[src/rtl/mc_control_unit.sv]
// mc_control_unit: Moore multicycle main controller driving the 16-bit MIPS datapath.
module mc_control_unit #(
  parameter int OPC_W   = 4,
  parameter int FUNCT_W = 3,
  parameter int STATE_W = 4
) (
  input  logic               clk,
  input  logic               rst,
  input  logic [OPC_W-1:0]   opcode,
  input  logic [FUNCT_W-1:0] funct,
  input  logic               zero,
  output logic               PCEn,
  output logic               IorD,
  output logic               MemWrite,
  output logic               IRWrite,
  output logic               RegDst,
  output logic               MemtoReg,
  output logic               RegWrite,
  output logic               ALUsrcA,
  output logic [1:0]         ALUsrcB,
  output logic [2:0]         ALUControl,
  output logic               PCsrc,
  output logic [STATE_W-1:0] state,
  output logic               instr_done,
  output logic               illegal,
  output logic               halted
);
  typedef enum logic [STATE_W-1:0] {
    FETCH = 0, DECODE = 1, MEMADR = 2, MEMRD = 3, MEMWB = 4, MEMWR = 5,
    EXECUTE = 6, ALUWB = 7, BRANCH = 8, ADDIEX = 9, ADDIWB = 10, HALT = 11
  } state_t;
  localparam logic [OPC_W-1:0] OP_R    = OPC_W'(0);
  localparam logic [OPC_W-1:0] OP_LW   = OPC_W'(1);
  localparam logic [OPC_W-1:0] OP_SW   = OPC_W'(2);
  localparam logic [OPC_W-1:0] OP_BEQ  = OPC_W'(3);
  localparam logic [OPC_W-1:0] OP_ADDI = OPC_W'(4);
  localparam logic [OPC_W-1:0] OP_HALT = OPC_W'(15);
  state_t r_state, w_next;
  logic w_pcwrite, w_branch, w_irwrite, w_memwrite, w_regwrite, w_done, w_illegal, w_known;
  assign w_known = opcode == OP_R || opcode == OP_LW || opcode == OP_SW ||
                   opcode == OP_BEQ || opcode == OP_ADDI || opcode == OP_HALT;
  always_ff @(posedge clk or negedge rst)
    if (!rst) r_state <= FETCH;
    else      r_state <= w_next;
  always_comb begin
    w_next     = FETCH;
    w_pcwrite  = 1'b0;
    w_branch   = 1'b0;
    w_irwrite  = 1'b0;
    w_memwrite = 1'b0;
    w_regwrite = 1'b0;
    w_done     = 1'b0;
    w_illegal  = 1'b0;
    IorD       = 1'b0;
    RegDst     = 1'b0;
    MemtoReg   = 1'b0;
    ALUsrcA    = 1'b0;
    ALUsrcB    = 2'b00;
    ALUControl = 3'b010;
    PCsrc      = 1'b0;
    case (r_state)
      FETCH: begin
        w_next    = DECODE;
        w_irwrite = 1'b1;
        w_pcwrite = 1'b1;
        ALUsrcB   = 2'b01;
      end
      DECODE: begin
        w_next = (opcode == OP_LW || opcode == OP_SW) ? MEMADR :
                 opcode == OP_R    ? EXECUTE :
                 opcode == OP_BEQ  ? BRANCH  :
                 opcode == OP_ADDI ? ADDIEX  :
                 opcode == OP_HALT ? HALT    : FETCH;
        ALUsrcB   = 2'b11;
        w_illegal = !w_known;
        w_done    = !w_known || opcode == OP_HALT;
      end
      MEMADR: begin
        w_next  = opcode == OP_LW ? MEMRD : MEMWR;
        ALUsrcA = 1'b1;
        ALUsrcB = 2'b10;
      end
      MEMRD: begin
        w_next = MEMWB;
        IorD   = 1'b1;
      end
      MEMWB: begin
        MemtoReg   = 1'b1;
        w_regwrite = 1'b1;
        w_done     = 1'b1;
      end
      MEMWR: begin
        IorD       = 1'b1;
        w_memwrite = 1'b1;
        w_done     = 1'b1;
      end
      EXECUTE: begin
        w_next     = ALUWB;
        ALUsrcA    = 1'b1;
        // unknown funct falls back to add so writeback still proceeds
        ALUControl = funct == FUNCT_W'(0) ? 3'b010 :
                     funct == FUNCT_W'(1) ? 3'b110 :
                     funct == FUNCT_W'(2) ? 3'b000 :
                     funct == FUNCT_W'(3) ? 3'b001 :
                     funct == FUNCT_W'(4) ? 3'b111 : 3'b010;
        w_illegal  = funct > FUNCT_W'(4);
      end
      ALUWB: begin
        RegDst     = 1'b1;
        w_regwrite = 1'b1;
        w_done     = 1'b1;
      end
      BRANCH: begin
        ALUsrcA    = 1'b1;
        ALUControl = 3'b110;
        PCsrc      = 1'b1;
        w_branch   = 1'b1;
        w_done     = 1'b1;
      end
      ADDIEX: begin
        w_next  = ADDIWB;
        ALUsrcA = 1'b1;
        ALUsrcB = 2'b10;
      end
      ADDIWB: begin
        w_regwrite = 1'b1;
        w_done     = 1'b1;
      end
      HALT: w_next = HALT;
      default: w_next = FETCH;
    endcase
  end
  // write enables and status flags are gated by reset so an aborted instruction writes nothing
  assign PCEn       = rst & (w_pcwrite | (w_branch & zero));
  assign IRWrite    = rst & w_irwrite;
  assign MemWrite   = rst & w_memwrite;
  assign RegWrite   = rst & w_regwrite;
  assign instr_done = rst & w_done;
  assign illegal    = rst & w_illegal;
  assign halted     = rst & (r_state == HALT);
  assign state      = r_state;
endmodule

[config.mk]
export PLATFORM = sky130hd
export DESIGN_NAME = mc_control_unit
export DESIGN_NICKNAME = d
export VERILOG_FILES = /design/src/rtl/mc_control_unit.sv
export SDC_FILE = /design/constraint.sdc
export NUM_CORES = 1
export LEC_CHECK = 0
export BUFFER_PORTS_ARGS = -buffer_cell sky130_fd_sc_hd__buf_4
export CORE_AREA = 10 10 48 50
export CTS_CLUSTER_SIZE = 28
export DETAILED_ROUTE_END_ITERATION = 12
export DIE_AREA = 0 0 58 60
export GPL_TIMING_DRIVEN = 1
export HOLD_SLACK_MARGIN = 0.12
export PLACE_DENSITY = 0.74
export SLEW_MARGIN = 20
export SYNTH_ARGS = -nofsm -noshare
export SYNTH_HDL_FRONTEND = slang
export SYNTH_SLANG_ARGS = --single-unit
[constraint.sdc]
create_clock -name clk -period 1.7 [get_ports clk]
set_input_delay 0.17 -clock clk [delete_from_list [all_inputs] [get_ports clk]]
set_output_delay 0.17 -clock clk [all_outputs]
set_load 0.03 [all_outputs]
-- Yosys cells after proc, flatten, opt, wreduce, memory -nomap -nowiden
Cells that the tools add are included.
- register bits after elaboration: 4
- bits of input ports: 10
- output and inout bits: 21
- word-level logic and storage cells: 71
- order comparisons: 1
- equal/unequal tests: 20
- muxes and demuxes: 24
- bitwise operators: 9
- reduce and logical (&&, ||, !) cells: 16
- operators with widths (kind ; number):
    $pmux 4 s7 ; 1
    $eq 4x3->1 const B ; 5
    $eq 4x4->1 const B ; 5
    $mux 4 ; 5
    $mux 3 ; 6
    $eq 4x2->1 const B ; 4
    $and 1x1->1 ; 8
    $eq 4x1->1 const B ; 2
    $logic_not 4->1 ; 2
    $mux 1 ; 8
    $logic_or 1x1->1 ; 7
    $eq 3x2->1 const B ; 2
    $pmux 2 s3 ; 1
    $pmux 3 s2 ; 1
    $reduce_or 5->1 ; 1
    $pmux 1 s2 ; 2
    $reduce_or 2->1 ; 2
    $reduce_or 4->1 ; 1
    $eq 3x1->1 const B ; 1
    $eq 3x3->1 const B ; 1
    $gt 3x3->1 const B ; 1
    $logic_not 3->1 ; 1
    $reduce_or 3->1 ; 1
    $logic_not 1->1 ; 1
    $or 1x1->1 ; 1

-- Longest topological paths before layout
- depth in word-level cells: 10
- depth in mapped cells: 4
- depth with buffers taken out: 3

-- Worst setup path before layout
No wires, ideal clock.
- kind: reg2out
- start point: reg r_state[1], in the netlist state[1]
- end point: out RegWrite
- arrival time: 2.232 ns
- required time: 1.530 ns
- setup slack: -0.702 ns
- cell stages (with the launch flop): 4
- path buffers: 0
- path through: dfrtp_1 > nor4b_1 > o31ai_1 > inv_1
- longest elaborated chain between the ends: 4
- elaborated cells on any way between the ends: 6
- classes of those cells: 3 x eq/ne; 1 x mux; 1 x bitwise; 1 x reduce/logical
- RTL lines (what ; RTL line ; RTL):
    start, declared ; 38 ; state_t r_state, w_next;
    start signal, assigned ; 44 ; else r_state <= w_next;
    $eq 4x4->1 / $eq 4x3->1 (equally long branches) ; 61 ; case (r_state)
    $reduce_or 3->1 (no line) (*) ; - ;
    $mux 1 (*) ; 61 ;
    $and 1x1->1 (*) ; 137 ; assign RegWrite = rst & w_regwrite;
    end, declared ; 18 ; output logic RegWrite,
Every way passes the cells marked *; elsewhere a longest branch is shown, timed or not.

-- Worst setup path in the final report
- start point: reg r_state[1], in the netlist state[1]
- end point: out instr_done
- longest elaborated chain between the ends: 4
- elaborated cells on any way between the ends: 9
- classes of those cells: 6 x eq/ne; 1 x mux; 1 x bitwise; 1 x reduce/logical
- RTL lines (what ; RTL line ; RTL):
    $eq 4x4->1 / $eq 4x3->1 (equally long branches) ; 61 ;
    $reduce_or 5->1 (no line) ; - ;
    $pmux 1 s2 (*) ; 61 ;
    $and 1x1->1 (*) ; 138 ; assign instr_done = rst & w_done;
    end, declared ; 24 ; output logic instr_done,
Marks and branches as above.

==> results.txt <==
ANT nets after route: 0
Max FFs per register: 4
Fin crit share: 1.06
Global-route wire length before repair: 3.51 mm
RSZ-0062 raised after global routing: yes
Clk_skew: 0.00199 ns
Violated checks: negative setup slack
Hold WS: 0.244 ns
Crit-path cells: nand3b_1, or4_4, o221ai_4, buf_6
Antenna fix cells: 0
DP Cell Count: 121
Final Core Density: 0.733
Initial DRC Count: 15
Final setup viols: 5
Critical path class: reg2out
Root Driver: clkbuf_4
Mapped Area: 576 µm²
# nets final: 129
Synth Flop Type: dfrtp_1
Worst-Margin Slew: 0.371 ns
PortBufs: 30
Clock slew at reported path FFs: 0.04 ns
WP data required: 1.53 ns
H-Tree Depth: 1
Worst setup EP type: output pin
Slew Limit Headroom: 0.749
Die area: 0.00348 mm²
Routability cong.: 0.795
Maxcap violations: 0
CTS buffer count: 3
Worst Path Buf+Inv: 1
Layout Area Growth over Synthesis: 83.0%
Worst hold path class: in2reg
Antenna violations before repair: 0
Leakage: 0.471 nW
I/O pins: 31
Layout Cells excl Fill: 134
Post-synth EDFFs: 0
Final Hold Fails: 0
Post-route setup slack: -0.105 ns
Wire per inst: 16.9 µm
Syn nets: 84
Commonest non-fill, non-tap cells in the layout: buf_4 (39), inv_1 (5), nor3_2 (5), buf_6 (5)
Via count: 770
Post-Synthesis Cells: 74
Post-synth ARST share: 1.00
Crit-path slowest cell: or4_4
Arrival time worst endpoint: 1.63 ns
Mean post-synth cell area: 7.78 µm²
TritonCTS Sinks: 4
Drt via density: 5.75
Pwr dens: 1900 mW/mm²
Total of warnings raised by yosys: 0
Number of global-route vias before repair: 776
TNS Setup: -0.303 ns
Min Tclk post-route: 1.80 ns
Status: complete, but fails checks
Post-DP HPWL: 1.56 mm
Layout cells sized above 1: 0.602
Peak Freq: 0.554 GHz
Worst-Skew Late Latency: 0.24 ns
Die Span Y: 60 µm
CTS tree: done
Row cnt: 14
Core Footprint: 0.00144 mm²
Most common cell after layout, fill and taps aside: buf_4
Die width: 58 µm
Starting density of the core: 0.401
Startpoint types: flip-flop
Fill cells: 99
GRT Overall Usage: 0.120
Synth unique cells: 39
Routed WL: 2.26 mm
Max FO, Critical Path: 4
Grt total ovfl: 0
VDD IR max: 1100 µV
CTS max path bufs: 2
DRC viols: 0
Fin. max-slew vios: 0
Largest net degree at the start of global routing: 14
CP peak stage delay: 0.47 ns
Sequential-to-total area share from yosys stat: 0.174
R2R Setup Slk: 0.31 ns
Synthesized flop and latch total: 4
Pre-antenna DRT Iters: 4
CP delay by family, top: simple AND/OR/NAND/NOR gates
-- synth_stat cells (2+ instances only) --
library cell  count  area [µm²]
o31ai_1           2        15.0
or3b_1            2        17.5
and3_1            2        12.5
inv_1             5        18.8
nand3_1           2        10.0
xnor2_1           2        17.5
nor2_1            5        18.8
nor2b_1           2        12.5
a21oi_1           4        20.0
nand2b_1          3        18.8
dfrtp_1           4         100
nor3_1            5        25.0
buf_2             4        20.0
o211ai_1          2        15.0
o21ai_0           2        10.0
nand3b_1          3        22.5
nand2_1           3        11.3
-- power breakdown --
part	total (mW)	leakage [nW]	switching [mW]	internal, mW
combinational	1.65	0.409	0.948	0.698
sequential	0.217	0.0466	0.0686	0.148
clock	0.134	0.0150	0.0452	0.0885
-- cells by family after synthesis --
family                 share of synthesized area
AND/OR/NAND/NOR                            0.415
AO/OA/AOI/OAI                              0.261
buffers and inverters                     0.0870
flip-flops                                 0.174
XOR/XNOR                                  0.0457
multiplexers                              0.0174
-- tightest hold or removal path, stage by stage --
cell      delay (ns)
buf_4           0.13
nand3_1         0.06
a221oi_1        0.07
-- final cells by class --
class	instances	area (µm²)	share of cell area
clock buffers	4	26.3	0.0249
inverters	5	18.8	0.0178
multi-input cells	60	524	0.498
flip-flops and latches	4	105	0.0998
well taps	16	20.0	0.0190
repair buffers	45	359	0.341
-- per-layer routing --
metal	vias up	GRT usage	wire length, µm
li1	368	-	-
met1	370	0.139	965
met2	30	0.218	1160
met3	2	0.0127	120
met4	0	0.0503	14
met5	-	0	0
-- through the flow --
stage	setup slack (ns)	instance area (µm²)	power, mW
floorplan	0.0138	637	1.17
global placement	0.121	896	1.64
detailed placement	0.108	896	1.66
finish	-0.105	1050	2.00
global route	-0.154	1050	2.11
CTS	-0.0816	1020	1.93
-- timing repair --
action / in CTS / in global routing
pin swaps: 1 / 3
endpoints found under the setup margin: 6 / 9
hold buffers: 1 / 0
endpoints found under the hold margin: 4 / 0
buffers inserted: 7 / 1
resized for setup: 8 / 7
-- worst paths after layout --
| path | start | end | cells past startpoint |
|---|---|---|---|
| max | state[1]$_DFF_PN0_ | instr_done | 4 |
| min | opcode[0] | state[3]$_DFF_PN0_ | 3 |
| max reg2reg | state[1]$_DFF_PN0_ | state[1]$_DFF_PN0_ | 4 |
| min reg2reg | state[3]$_DFF_PN0_ | state[2]$_DFF_PN0_ | 2 |
| max in group asynchronous | rst | state[1]$_DFF_PN0_ | 2 |
| min in group asynchronous | rst | state[2]$_DFF_PN0_ | 2 |
Power figures use the tool's default switching activity.
